[src/rtl/latch_event_sync_pkg.sv]
// Shared types and defaults for the latch event synchroniser.
// Latency: n/a (declarations only).
// Backpressure: n/a.
package latch_event_sync_pkg;

    typedef enum logic [1:0] {
        S_LOW     = 2'd0,
        S_QUAL_HI = 2'd1,
        S_HIGH    = 2'd2,
        S_QUAL_LO = 2'd3
    } state_t;

    localparam logic EDGE_RISE = 1'b1;
    localparam logic EDGE_FALL = 1'b0;

    localparam int DEF_SYNC_STAGES   = 2;
    localparam int DEF_FILTER_CYCLES = 4;
    localparam int DEF_CNT_W         = 8;

endpackage

[src/rtl/sync_ff_chain.sv]
// Multi-flop synchroniser bringing an asynchronous level into the clk domain.
// Latency: STAGES clock edges from a stable input to q.
// Backpressure: none; free-running shift chain.
//
// Ports: clk, rst_n (async active-low, clears chain to 0), d (async level in),
//        q (synchronised level out).
module sync_ff_chain #(
    parameter int STAGES = 2
) (
    input  logic clk,
    input  logic rst_n,
    input  logic d,
    output logic q
);

    logic [STAGES-1:0] chain_q;
    logic [STAGES-1:0] chain_d;

    always_comb begin
        chain_d = {chain_q[STAGES-2:0], d};
    end

    always_ff @(posedge clk or negedge rst_n) begin
        if (!rst_n) begin
            chain_q <= '0;
        end else begin
            chain_q <= chain_d;
        end
    end

    assign q = chain_q[STAGES-1];

endmodule

[src/rtl/latch_event_sync.sv]
// Synchronise and glitch-filter a latch level, pulse on edges, publish counted edge records.
// Latency: rise/fall pulse and record appear after edge SYNC_STAGES+FILTER_CYCLES-1.
// Backpressure: one-deep record register; an event arriving while it is full is dropped and flagged.
//
// Ports: clk, rst_n (async active-low); d_in (async level from latch);
//        level_out, rise_pulse, fall_pulse (filtered level and edge strobes);
//        evt_valid/evt_ready handshake carrying evt_edge (1=rise) and evt_count;
//        overflow (sticky, set when a record is dropped, cleared only by reset).
// Build option: define LATCH_EVENT_SYNC_FALL_EVT_EN to also record falling edges.
module latch_event_sync
    import latch_event_sync_pkg::*;
#(
    parameter int SYNC_STAGES   = DEF_SYNC_STAGES,
    parameter int FILTER_CYCLES = DEF_FILTER_CYCLES,
    parameter int CNT_W         = DEF_CNT_W
) (
    input  logic             clk,
    input  logic             rst_n,
    input  logic             d_in,
    output logic             level_out,
    output logic             rise_pulse,
    output logic             fall_pulse,
    output logic             evt_valid,
    input  logic             evt_ready,
    output logic             evt_edge,
    output logic [CNT_W-1:0] evt_count,
    output logic             overflow
);

    // Qualification completes when qcnt reaches this value on a further matching sample.
    localparam logic [3:0] QMAX      = 4'(FILTER_CYCLES - 1);
    localparam bit         NO_FILTER = (FILTER_CYCLES == 1);

    logic s_lvl;

    sync_ff_chain #(
        .STAGES(SYNC_STAGES)
    ) u_sync (
        .clk  (clk),
        .rst_n(rst_n),
        .d    (d_in),
        .q    (s_lvl)
    );

    state_t     state_q, state_d;
    logic [3:0] qcnt_q, qcnt_d;
    logic       rise_fire, fall_fire;

    // Edge qualification FSM
    always_comb begin
        state_d   = state_q;
        qcnt_d    = qcnt_q;
        rise_fire = 1'b0;
        fall_fire = 1'b0;
        case (state_q)
            S_LOW: begin
                if (s_lvl) begin
                    if (NO_FILTER) begin
                        state_d   = S_HIGH;
                        rise_fire = 1'b1;
                    end else begin
                        state_d = S_QUAL_HI;
                        qcnt_d  = 4'd1;
                    end
                end
            end
            S_QUAL_HI: begin
                if (!s_lvl) begin
                    state_d = S_LOW;
                    qcnt_d  = 4'd0;
                end else if (qcnt_q == QMAX) begin
                    state_d   = S_HIGH;
                    qcnt_d    = 4'd0;
                    rise_fire = 1'b1;
                end else begin
                    qcnt_d = qcnt_q + 4'd1;
                end
            end
            S_HIGH: begin
                if (!s_lvl) begin
                    if (NO_FILTER) begin
                        state_d   = S_LOW;
                        fall_fire = 1'b1;
                    end else begin
                        state_d = S_QUAL_LO;
                        qcnt_d  = 4'd1;
                    end
                end
            end
            S_QUAL_LO: begin
                if (s_lvl) begin
                    state_d = S_HIGH;
                    qcnt_d  = 4'd0;
                end else if (qcnt_q == QMAX) begin
                    state_d   = S_LOW;
                    qcnt_d    = 4'd0;
                    fall_fire = 1'b1;
                end else begin
                    qcnt_d = qcnt_q + 4'd1;
                end
            end
            default: begin
                state_d = S_LOW;
                qcnt_d  = 4'd0;
            end
        endcase
    end

    logic level_out_q, level_out_d;
    logic rise_pulse_q, rise_pulse_d;
    logic fall_pulse_q, fall_pulse_d;

    // Outputs are registered from the next state so they line up with the state register.
    always_comb begin
        level_out_d  = (state_d == S_HIGH) || (state_d == S_QUAL_LO);
        rise_pulse_d = rise_fire;
        fall_pulse_d = fall_fire;
    end

    logic evt_fire;
`ifdef LATCH_EVENT_SYNC_FALL_EVT_EN
    assign evt_fire = rise_fire | fall_fire;
`else
    assign evt_fire = rise_fire;
`endif

    logic [CNT_W-1:0] seq_q, seq_d;
    logic             evt_valid_q, evt_valid_d;
    logic             evt_edge_q, evt_edge_d;
    logic [CNT_W-1:0] evt_count_q, evt_count_d;
    logic             overflow_q, overflow_d;

    // Record register: a handshake frees the slot in the same cycle a new event may claim it.
    // seq always advances so a dropped event shows up as a gap in evt_count.
    always_comb begin
        seq_d       = seq_q;
        evt_valid_d = evt_valid_q;
        evt_edge_d  = evt_edge_q;
        evt_count_d = evt_count_q;
        overflow_d  = overflow_q;
        if (evt_valid_q && evt_ready) begin
            evt_valid_d = 1'b0;
        end
        if (evt_fire) begin
            seq_d = seq_q + CNT_W'(1);
            if (!evt_valid_q || evt_ready) begin
                evt_valid_d = 1'b1;
                evt_edge_d  = rise_fire ? EDGE_RISE : EDGE_FALL;
                evt_count_d = seq_d;
            end else begin
                overflow_d = 1'b1;
            end
        end
    end

    always_ff @(posedge clk or negedge rst_n) begin
        if (!rst_n) begin
            state_q      <= S_LOW;
            qcnt_q       <= 4'd0;
            level_out_q  <= 1'b0;
            rise_pulse_q <= 1'b0;
            fall_pulse_q <= 1'b0;
            seq_q        <= '0;
            evt_valid_q  <= 1'b0;
            evt_edge_q   <= 1'b0;
            evt_count_q  <= '0;
            overflow_q   <= 1'b0;
        end else begin
            state_q      <= state_d;
            qcnt_q       <= qcnt_d;
            level_out_q  <= level_out_d;
            rise_pulse_q <= rise_pulse_d;
            fall_pulse_q <= fall_pulse_d;
            seq_q        <= seq_d;
            evt_valid_q  <= evt_valid_d;
            evt_edge_q   <= evt_edge_d;
            evt_count_q  <= evt_count_d;
            overflow_q   <= overflow_d;
        end
    end

    assign level_out  = level_out_q;
    assign rise_pulse = rise_pulse_q;
    assign fall_pulse = fall_pulse_q;
    assign evt_valid  = evt_valid_q;
    assign evt_edge   = evt_edge_q;
    assign evt_count  = evt_count_q;
    assign overflow   = overflow_q;

endmodule

[config.mk]
export PLATFORM = sky130hd
export DESIGN_NAME = latch_event_sync
export DESIGN_NICKNAME = d
export VERILOG_FILES = /design/src/rtl/latch_event_sync_pkg.sv /design/src/rtl/sync_ff_chain.sv /design/src/rtl/latch_event_sync.sv
export SDC_FILE = /design/constraint.sdc
export NUM_CORES = 1
export LEC_CHECK = 0
export ABC_CLOCK_PERIOD_IN_PS = 1700
export BUFFER_PORTS_ARGS = -buffer_cell sky130_fd_sc_hd__buf_2
export CORE_MARGIN = 3
export CORE_UTILIZATION = 43
export DETAILED_ROUTE_END_ITERATION = 7
export PLACE_DENSITY = 0.59
export RECOVER_POWER = 100
export SLEW_MARGIN = 0
export SYNTH_ARGS = -nofsm -noshare
export SYNTH_HDL_FRONTEND = slang
export SYNTH_SLANG_ARGS = --single-unit
[constraint.sdc]
create_clock -name clk -period 1.7 [get_ports clk]
set_input_delay 0.255 -clock clk [delete_from_list [all_inputs] [get_ports clk]]
set_output_delay 0.255 -clock clk [all_outputs]
set_load 0.1 [all_outputs]
==> results.yml <==
cts:
  path_clk_slew_ps: 90
  insertion_delay_ps: 320
  cts_buffers: 5
  htreeDepth: 2
  clock_path_buffers: 2
  clockRootBuffer: "clkbuf_4"
  clock-sinks: 30
  cts_tree: "yes"
critical_path:
  critPathBufInv: 1
  crit_type: "flip-flop to flip-flop"
  critPathMaxStageDelay_ps: 420
  worstPathArrival_ps: 1810
  r2r_cells: 5
  r2r_slack_ps: 100
  r2r_end: "seq_q[1]$_DFFE_PN0P_"
  worstPathRequired_ps: 1910
  worstPathMaxFanout: 10
  path_delay_family: "flip-flops"
  cpMaxStageDelayCell: "dfrtp_1"
  end_kind: "flip-flop"
  path_cells: "ha_1 > and4bb_1 > buf_4 > nand2_4 > mux2_1"
  r2r_start: "qcnt_q[0]$_DFFE_PN0P_"
  start_kind: "flip-flop"
global_routing:
  grt_usage_pct: 14.7
  grt_pass1_wl_um: 4520
  gr-total-overflow: 0
  antenna_found_initial: 0
  grt_pass1_vias: 951
  grt_start_max_net_pins: 31
timing:
  max_freq_mhz: 625
  setup_tns_ps: 0
  setup_viol: 0
  finalMaxSlewViolations: 0
  max_slew_margin_pct: 51.4
  period_share_pct: 94.1
  max_slew.worst_pin.slew_ps: 729
  finalHoldViolations: 0
  rsz0062_at_grt: "no"
  clock_skew_ps: 10.5
  finalCriticalPeriod_ps: 1600
  hold_ws_ps: 36.8
synth:
  synthFlopType: "dfrtp_1"
  yosys_warnings: 0
  synth_top_area_cell: "dfrtp_1"
  synth-seq-cells: 30
  synth_seq_area_share_pct: 53.7
  netlist_area_um2: 1400
  synth-edff-count: 0
  ys_top_cells_by_area: "dfrtp_1 (54%), mux2_4 (5.4%), xnor2_1 (5.0%)"
  synth_top_area_share_pct: 53.7
  syn_nets: 121
  syn_avg_cell_area_um2: 12.2
  async_reset_ff_share_pct: 100
  synth.distinct_cells: 36
  synthCells: 115
placed_design:
  hpwlAfterDp_um: 1860
  portBuffers: 17
  gp_congestion: 0.817
route:
  top_layer: "met4"
  dr.pass1.iters: 4
  met3_length_um: 143
  drt-total-wl_um: 2620
  wl_met1_um: 1240
  ant_nets: 0
  via_per_inst: 5.24
  dr_wl_met2_um: 1220
  drc_errors: 0
  wl_per_cell_um: 14.1
  vias: 975
  dr.first_iter.drc_count: 47
run:
  drv_cap: 0
layout:
  area_growth_syn_to_layout_pct: 12.1
  nets: 147
  diodes: 0
  drive_gt1_share_pct: 23.9
status:
  outcome: "finished, final reports clean"
floorplanning:
  core_um2: 3080
  num_rows: 20
  ios: 18
  die_h_um: 63.0
  die_w_um: 63.0
  initial_core_util_pct: 45.4
  die-area_um2: 3970
power:
  power_frac_clock_pct: 15.2
  switching_share_pct: 49.9
  p_comb_share_pct: 45.0
  power.switching_uw: 1280
  leakage_uw: 0.000762
  p_int_uw: 1280
  ir_worst_vdd_v: 0.000820
  power_frac_seq_pct: 39.9
  cellPowerDensity_nw_per_um2: 1630
hold_path:
  min_path_cells: 1
  min_from: "d_in"
  hp-class: "primary input to flip-flop"
  hold-path-endpoint: "u_sync.chain_q[0]$_DFF_PN0_"
==> power groups by stage <==
stage | Clock [µW] | Sequential (µW) | Combinational (µW)
2_1_floorplan | 0 | 1650 | 346
3_3_place_gp | 0 | 1020 | 1190
3_5_place_dp | 0 | 1030 | 1190
4_1_cts | 415 | 1020 | 1200
5_1_grt | 439 | 1050 | 1220
6_report | 388 | 1020 | 1150
==> worst max path at each step <==
stage | startpoint | cells past startpoint | end
finish | qcnt_q[0]$_DFFE_PN0P_ | 5 | seq_q[1]$_DFFE_PN0P_
floorplan | evt_valid$_DFF_PN0_ | 4 | evt_count[2]$_DFFE_PN0P_
CTS | qcnt_q[0]$_DFFE_PN0P_ | 4 | evt_count[4]$_DFFE_PN0P_
detailed placement | qcnt_q[0]$_DFFE_PN0P_ | 4 | evt_count[4]$_DFFE_PN0P_
global placement | qcnt_q[0]$_DFFE_PN0P_ | 4 | evt_count[2]$_DFFE_PN0P_
global route | qcnt_q[0]$_DFFE_PN0P_ | 4 | evt_count[4]$_DFFE_PN0P_
==> state kept, by name, summed over array words and instances (netlist names) <==
signal and cells:
evt_edge 1, level_out 1, overflow 1, seq_q 8, state_q 2, u_sync.chain_q 2
rise_pulse 1, fall_pulse 1, qcnt_q 4, evt_valid 1, evt_count 8
==> area by class of cell <==
cell class              instances  area, µm²
well taps                      44       55.1
flip-flops and latches         30        754
fillers                       296       1510
clock buffers                   8       48.8
multi-input cells              76        558
repair buffers                 23        133
inverters                       5       18.8
==> through the flow <==
stage | cells | util (%) | power (µW) | cell area, µm² | worst slack [ps]
3_3_place_gp | 177 | 50.0 | 2210 | 1540 | 130
6_report | 186 | 50.9 | 2560 | 1570 | 100
3_5_place_dp | 177 | 50.0 | 2220 | 1540 | 76.2
4_1_cts | 186 | 51.9 | 2630 | 1600 | 60.6
2_1_floorplan | 115 | - | 2000 | 1400 | 109
5_1_grt | 186 | 50.9 | 2710 | 1570 | 34.6
==> cells by family (layout without fill, tap and decap cells) <==
| kind of cell | count (synthesis) | count (layout) | share of synthesized area (%) |
|---|---|---|---|
| AND/OR/NAND/NOR | 40 | 40 | 19.4 |
| flip-flops | 30 | 30 | 53.7 |
| AO/OA/AOI/OAI | 15 | 15 | 6.62 |
| XOR/XNOR | 13 | 13 | 8.14 |
| buffers and inverters | 9 | 36 | 4.29 |
| multiplexers | 6 | 6 | 6.08 |
| adder cells (fa/ha/maj) | 2 | 2 | 1.79 |
==> layout by cell type (no fill, tap or decap), types with 2 or more instances in the layout <==
cell type / netlist / final
nand2_1: 10 / 10
o21ai_0: 2 / 3
dfrtp_1: 30 / 29
inv_1: 4 / 4
clkbuf_2: 0 / 15
a31oi_1: 6 / 6
or3_1: 2 / 2
clkbuf_4: 0 / 5
nand3_1: 6 / 6
nor3_1: 2 / 2
xnor2_1: 8 / 8
nand4_1: 2 / 2
nand2b_1: 3 / 3
xor2_1: 5 / 5
buf_4: 1 / 5
clkbuf_1: 0 / 3
buf_2: 0 / 2
nor2_1: 2 / 2
o22ai_1: 2 / 2
nor4_1: 0 / 2
mux2_1: 0 / 5
ha_1: 2 / 2
==> per-layer routing <==
metal	up-vias	global-route usage, %
met5	-	0
met4	0	4.96
met3	2	5.22
met2	32	22.0
met1	480	19.7
li1	461	-
==> cells in the mapped netlist, types with 3 or more instances <==
master	number
nand2_1	10
xnor2_1	8
buf_6	3
a31oi_1	6
inv_1	4
dfrtp_1	30
nand2b_1	3
mux2_4	5
xor2_1	5
nand3_1	6
==> what timing repair did <==
item	in CTS	in global routing
hold endpoints to repair	30	0
hold buffers	1	0
setup buffers	0	0
gates resized for setup	0	1
endpoints found under the setup margin	0	3
(Power assumes the default switching activity.)
